**config.mk**
```make
export PLATFORM = sky130hd
export DESIGN_NAME = sender
export DESIGN_NICKNAME = d
export VERILOG_FILES = /design/src/rtl/sender.sv
export SDC_FILE = /design/constraint.sdc
export NUM_CORES = 1
export LEC_CHECK = 0
export ABC_AREA = 1
export ABC_CLOCK_PERIOD_IN_PS = 1750
export CORE_MARGIN = 4
export CORE_UTILIZATION = 27
export CTS_CLUSTER_DIAMETER = 100
export CTS_CLUSTER_SIZE = 14
export DETAILED_ROUTE_END_ITERATION = 10
export PLACE_DENSITY_LB_ADDON = 0.2
export SETUP_SLACK_MARGIN = 0.1
export SYNTH_ARGS = -nofsm -noshare
export SYNTH_HDL_FRONTEND = slang
export SYNTH_SLANG_ARGS = --single-unit
export TNS_END_PERCENT = 100
```
**constraint.sdc**
```tcl
create_clock -name clk -period 1.75 [get_ports clk]
set_input_delay 0.525 -clock clk [delete_from_list [all_inputs] [get_ports clk]]
set_output_delay 0.525 -clock clk [all_outputs]
set_load 0.05 [all_outputs]
```
**src/rtl/sender.sv**
```systemverilog
// 8N1 serial transmitter: start bit, eight data bits LSB first, stop bit.
// Two-process FSM; tx and tx_done come straight from flops.
module sender #(
    parameter int CLK_FREQ   = 50_000_000,
    parameter int BAUD       = 115200,
    parameter int BIT_CYCLES = CLK_FREQ / BAUD
) (
    input  logic       clk,
    input  logic       rst_n,
    input  logic       en,
    input  logic [7:0] data,
    output logic       tx,
    output logic       tx_done
);

    localparam int CNT_W = (BIT_CYCLES > 2) ? $clog2(BIT_CYCLES) : 1;
    localparam logic [CNT_W-1:0] BAUD_LAST = CNT_W'(BIT_CYCLES - 1);

    typedef enum logic [1:0] {
        StIdle,
        StStart,
        StData,
        StStop
    } state_e;

    state_e           state_q, state_d;
    logic [CNT_W-1:0] baud_q, baud_d;
    logic [2:0]       bit_q, bit_d;
    logic [7:0]       shift_q, shift_d;
    logic             tx_q, tx_d;
    logic             done_q, done_d;
    logic             bit_end;

    assign bit_end = (baud_q == BAUD_LAST);

    // rst_n is active high despite its name.
    always_ff @(posedge clk or posedge rst_n) begin
        if (rst_n) begin
            state_q <= StIdle;
            baud_q  <= '0;
            bit_q   <= '0;
            shift_q <= '0;
            tx_q    <= 1'b1;
            done_q  <= 1'b0;
        end else begin
            state_q <= state_d;
            baud_q  <= baud_d;
            bit_q   <= bit_d;
            shift_q <= shift_d;
            tx_q    <= tx_d;
            done_q  <= done_d;
        end
    end

    always_comb begin
        state_d = state_q;
        baud_d  = baud_q;
        bit_d   = bit_q;
        shift_d = shift_q;
        tx_d    = tx_q;
        done_d  = 1'b0;

        case (state_q)
            StIdle: begin
                tx_d   = 1'b1;
                baud_d = '0;
                bit_d  = '0;
                if (en) begin
                    state_d = StStart;
                    shift_d = data;
                    tx_d    = 1'b0;
                end
            end

            StStart: begin
                if (bit_end) begin
                    baud_d  = '0;
                    bit_d   = '0;
                    state_d = StData;
                    tx_d    = shift_q[0];
                end else begin
                    baud_d = baud_q + 1'b1;
                end
            end

            StData: begin
                if (bit_end) begin
                    baud_d  = '0;
                    shift_d = {1'b0, shift_q[7:1]};
                    if (bit_q == 3'd7) begin
                        state_d = StStop;
                        tx_d    = 1'b1;
                    end else begin
                        bit_d = bit_q + 1'b1;
                        // Next bit is the one about to land in shift[0].
                        tx_d  = shift_q[1];
                    end
                end else begin
                    baud_d = baud_q + 1'b1;
                end
            end

            StStop: begin
                tx_d = 1'b1;
                if (bit_end) begin
                    baud_d  = '0;
                    state_d = StIdle;
                    done_d  = 1'b1;
                end else begin
                    baud_d = baud_q + 1'b1;
                end
            end

            default: begin
                state_d = StIdle;
                tx_d    = 1'b1;
            end
        endcase
    end

    assign tx      = tx_q;
    assign tx_done = done_q;

endmodule

```
# Yosys cells after proc, flatten, opt, wreduce, memory -nomap -nowiden
# Cells that the tools add are included.
dict set report totals {
  regBits 24
  latchBits 0
  ram_bits 0
  rom_bits 0
  out_inout_bits 2
  elab_cells 49
  memories 0
}
dict set report classes {
  add_sub_neg 2
  mul 0
  n_div 0
  magnitude_cmp 0
  n_eq_ne 11
  n_shift 0
  muxes 22
  n_bitwise 0
  reduce_logical 8
}
# op n
set op_table {}
lappend op_table {{$pmux W9 S2} 1}
lappend op_table {{$mux W8} 2}
lappend op_table {{$pmux W8 S2} 1}
lappend op_table {{$ne A2 B2 Y1 const B} 6}
lappend op_table {{$mux W2} 5}
lappend op_table {{$add A9 B1 Y9 const B} 1}
lappend op_table {{$eq A9 B9 Y1 const B} 1}
lappend op_table {{$mux W3} 3}
lappend op_table {{$mux W9} 1}
lappend op_table {{$pmux W3 S3} 1}
lappend op_table {{$pmux W2 S4} 1}
lappend op_table {{$mux W1} 6}
lappend op_table {{$reduce_and A5 Y1} 1}
lappend op_table {{$eq A2 B2 Y1 const B} 2}
lappend op_table {{$pmux W1 S4} 1}
lappend op_table {{$reduce_and A4 Y1} 1}
lappend op_table {{$add A3 B1 Y3 const B} 1}
lappend op_table {{$eq A3 B3 Y1 const B} 1}
lappend op_table {{$reduce_and A3 Y1} 1}
lappend op_table {{$reduce_bool A3 Y1} 1}
lappend op_table {{$reduce_or A3 Y1} 1}
lappend op_table {{$eq A2 B1 Y1 const B} 1}
lappend op_table {{$logic_not A2 Y1} 1}
lappend op_table {{$reduce_and A2 Y1} 1}
lappend op_table {{$reduce_bool A2 Y1} 1}

# Depth between registers and ports, before layout
# Gate-level depths: netlist of run 1.
dict set report depth {
  word_depth 4
  depth_mapped 10
}

# Worst setup path before layout of run 1
# Ideal clock, no wire load.
dict set report synth_path {
  kind {register -> register}
  start {reg state_q[0]}
  end {reg tx_q, in the netlist tx}
  setup_time_ns 0.079
  t_arrival_ns 1.318
  t_required_ns 1.671
  path_slack_ns 0.353
  stages_incl_launch_ff 10
  path_buffers 1
  synth_period_minus_slack_ns 1.397
  path_cell_list {dfrtp_1 -> inv_1 -> ha_1 -> buf_4 -> nand2_1 -> nand2_1 -> o21ai_1 -> nand2_1 -> nand2_1 -> o21ai_0}
}
dict set report synth_via {
  elab_chain_len 3
}
# item line_no
set synth_rtl {}
lappend synth_rtl {{start: declaration} 26} ;# state_e state_q, state_d;
lappend synth_rtl {{start signal: assignment} 39} ;# state_q <= StIdle;
lappend synth_rtl {{start signal: assignment} 46} ;# state_q <= state_d;
lappend synth_rtl {{$eq A2 B1 Y1 / $eq A2 B2 Y1 (equally long branches)} 63} ;# case (state_q)
lappend synth_rtl {{$ne A2 B2 Y1 (no source line)} --}
lappend synth_rtl {{$reduce_and A2 Y1 (no source line)} --}
lappend synth_rtl {{end signal: assignment} 50} ;# tx_q <= tx_d;
lappend synth_rtl {{end: declaration} 30} ;# logic tx_q, tx_d;
# Several ways; a longest one is shown, not always the timed one.
# A chain may end at the register's enable or synchronous reset.

# Final worst setup path of run 1
dict set report layout_path {
  start {reg state_q[1]}
  end {reg state_q[0]}
}
dict set report layout_via {
  elab_chain_len 3
}
# item line_no
set layout_rtl {}
lappend layout_rtl {{$eq A2 B2 Y1 (tied with other cells)} 63}
lappend layout_rtl {{$ne A2 B2 Y1 (no source line)} --}
lappend layout_rtl {{$reduce_and A5 Y1 (no source line)} --}
# Several ways; a longest one is shown, not always the timed one.

==> qor.csv, run 1 <==
metric,value,unit
Post-DP Area,0.00158,sq mm
Crit. End Element,flip-flop,
Fin Setup TNS,0,ns
CP startpoint,state_q[1]$_DFFE_PP0P_,
Synth top area share,0.433,
Worst Skew,0.00224,ns
clk slew on worst S/H paths,0.08,ns
"Req. time, crit path",1.92,ns
# rows,25,
critical path type,reg -> reg,
Total GRT Usage,0.0970,
Critical Path AT,1.68,ns
Synth Area per Inst,8.01,sq um
worst r2r src,state_q[1]$_DFFE_PP0P_,
Max Buffers Root-to-Sink,2,
HP Class,reg -> reg,
Register Area,602,sq um
Startpoint Class,flip-flop,
Synth area leaders,"dfrtp_1, nand2_1, ha_1, inv_1, nor2_1",
critical path peak fanout,4,
WL per Instance,10.0,microns
IO Pins,13,
status,"complete, no violations",
first-pass GRT wire length,4.69,mm
global route total overflow,0,
Pleak,0.849,nW
DP HPWL,1.87,mm
"Slew Viols, Final",0,
RD Place Congestion,0.749,
CTS Hold Bufs,0,
Final Hold Fails,0,
VDD IR max,0.000673,V
nets,206,
synth-to-layout area growth,22.9,%
Tmin final,1.51,ns
cell taking the most area after synthesis,dfrtp_1,
Synth cell types,26,
DIE WIDTH,78.2,microns
total CTS buffers,3,
DRC,0,
Initial Util,0.280,
largest net degree at the start of global routing,25,
routed vias,999,
PD cells,1490,mW/mm^2
final setup vio count,0,
TritonCTS clock tree,done,
Final Worst Setup Slack,0.236,ns
Yosys warning total,0,
"leading cell type in the layout, fill and taps excluded",nand2_1,
root buf cell,clkbuf_8,
Core Box Area,0.00475,sq mm
multi-input combinational cell area,659,sq um
fin area,0.00163,sq mm
"FF+latch count, synth",24,
most frequent cells in the layout,"nand2_1, dfrtp_1, inv_1",
initial antenna violation count,0,
maxcap violations,0,
"Seq/Total Area, Yosys",0.452,
Via density,3.96,
clk sinks,24,
DRT iter0 DRCs,29,
post-route ant nets,0,
fraction of layout cells with a size suffix above 1,0.151,
RSZ-0062 raised after global routing,false,
DR pass1 iterations,4,
die area,0.00611,sq mm
vias in the first global route,1051,
Setup Slack @ Placement,0.0710,ns
Min-Delay Startpoint,shift_q[0]$_DFFE_PP0P_,
Post-Syn Nets,186,
H-Tree Depth,1,
Fmax,660,MHz
Synth Instances,166,
DIE HEIGHT,78.2,microns
Tcrit/Tclk final,0.865,
Worst-Skew Late Latency,0.27,ns
post-layout util,0.344,
fill count,519,
Hold WS,0.475,ns
Mapped Area,0.00133,sq mm
Total Routed Length,2.52,mm
ANT cells,0,
IO buf count,12,
slew margin rel.,0.783,
Slew @ Worst Pin,0.326,ns
-- cell families (layout without fill, tap and decap cells) --
logic type	Yosys count	after routing	synth area share
xor+xnor	2	2	0.0132
flops	24	24	0.452
buf+inv	18	37	0.0536
simple gates	101	101	0.337
compound gates	12	12	0.0593
fa+ha+maj	9	9	0.0847
-- worst max-delay path, stage by stage, from the launching register on --
cell     delay [ns]
dfrtp_1        0.41
inv_1          0.10
ha_1           0.22
or2_2          0.29
a21oi_2        0.20
nand2_1        0.10
nand2_1        0.06
nand2_1        0.05
-- synthesized netlist by cell type, drive strengths merged --
cell type and n:
nand3b 1, xnor2 1, inv 17, nor3 3, buf 1, nand2 72
a21oi 5, xor2 1, ha 9, dfstp 1, nor3b 1, nor2 15
o21ai 7, or2 2, nand4 1, dfrtp 23, nand3 6
-- per-stage QoR --
step	power, mW	instances
2_1_floorplan	1.75	166
3_3_place_gp	2.08	248
3_5_place_dp	2.08	248
4_1_cts	2.48	252
5_1_grt	2.70	252
6_report	2.44	252
-- where the power goes --
group	internal [mW]	leakage (nW)	switching, mW	total [mW]
registers	0.739	0.313	0.119	0.858
logic	0.464	0.507	0.734	1.20
clock network	0.201	0.0288	0.180	0.381
total	1.40	0.849	1.03	2.44
-- state kept, by name, indices dropped and copies added, names as in the netlist --
register,count
state_q,2
baud_q,9
tx,1
shift_q,8
bit_q,3
tx_done,1
-- layer usage --
layer	track usage	wire (microns)
met4	0.0472	39
met1	0.125	1280
met3	0.0206	87
met2	0.153	1110
met5	0	0
-- layout make-up --
class                      count  area share
clock buffer                   4      0.0337
inverter                      17      0.0391
multi-input combinational    124       0.404
sequential                    24       0.368
tap                           67      0.0513
timing repair buffer          16       0.104
-- final timing paths --
check                      slack (ns)                     end  cells past startpoint
hold / removal                   0.48  shift_q[0]$_DFFE_PP0P_                      2
setup / recovery                 0.24  state_q[0]$_DFFE_PP0P_                      7
max in group asynchronous        0.86          tx$_DFFE_PP1P_                      3
hold reg to reg                  0.48  shift_q[0]$_DFFE_PP0P_                      2
min in group asynchronous        0.60     baud_q[8]$_DFF_PP0_                      3
setup reg to reg                 0.24  state_q[0]$_DFFE_PP0P_                      7
-- repair_timing --
action	in CTS	in global routing
setup buffers	0	0
hold endpoints to repair	0	0
gates resized for setup	0	1
endpoints found under the setup margin	0	12
No activity file was read; power rests on OpenSTA's default activity.
==> run 2: changes to the inputs <==
SLEW_MARGIN = 20   (was not set)
==> results of run 2 <==
Same layout as run 1: the final DEF is identical, and so are final timing and power.
==> run 3: changes to the inputs <==
CTS_CLUSTER_DIAMETER = not set   (was 100)
HOLD_SLACK_MARGIN = 0.03   (was not set)
==> results of run 3 <==
Same layout as run 1: the final DEF is identical, and so are final timing and power.
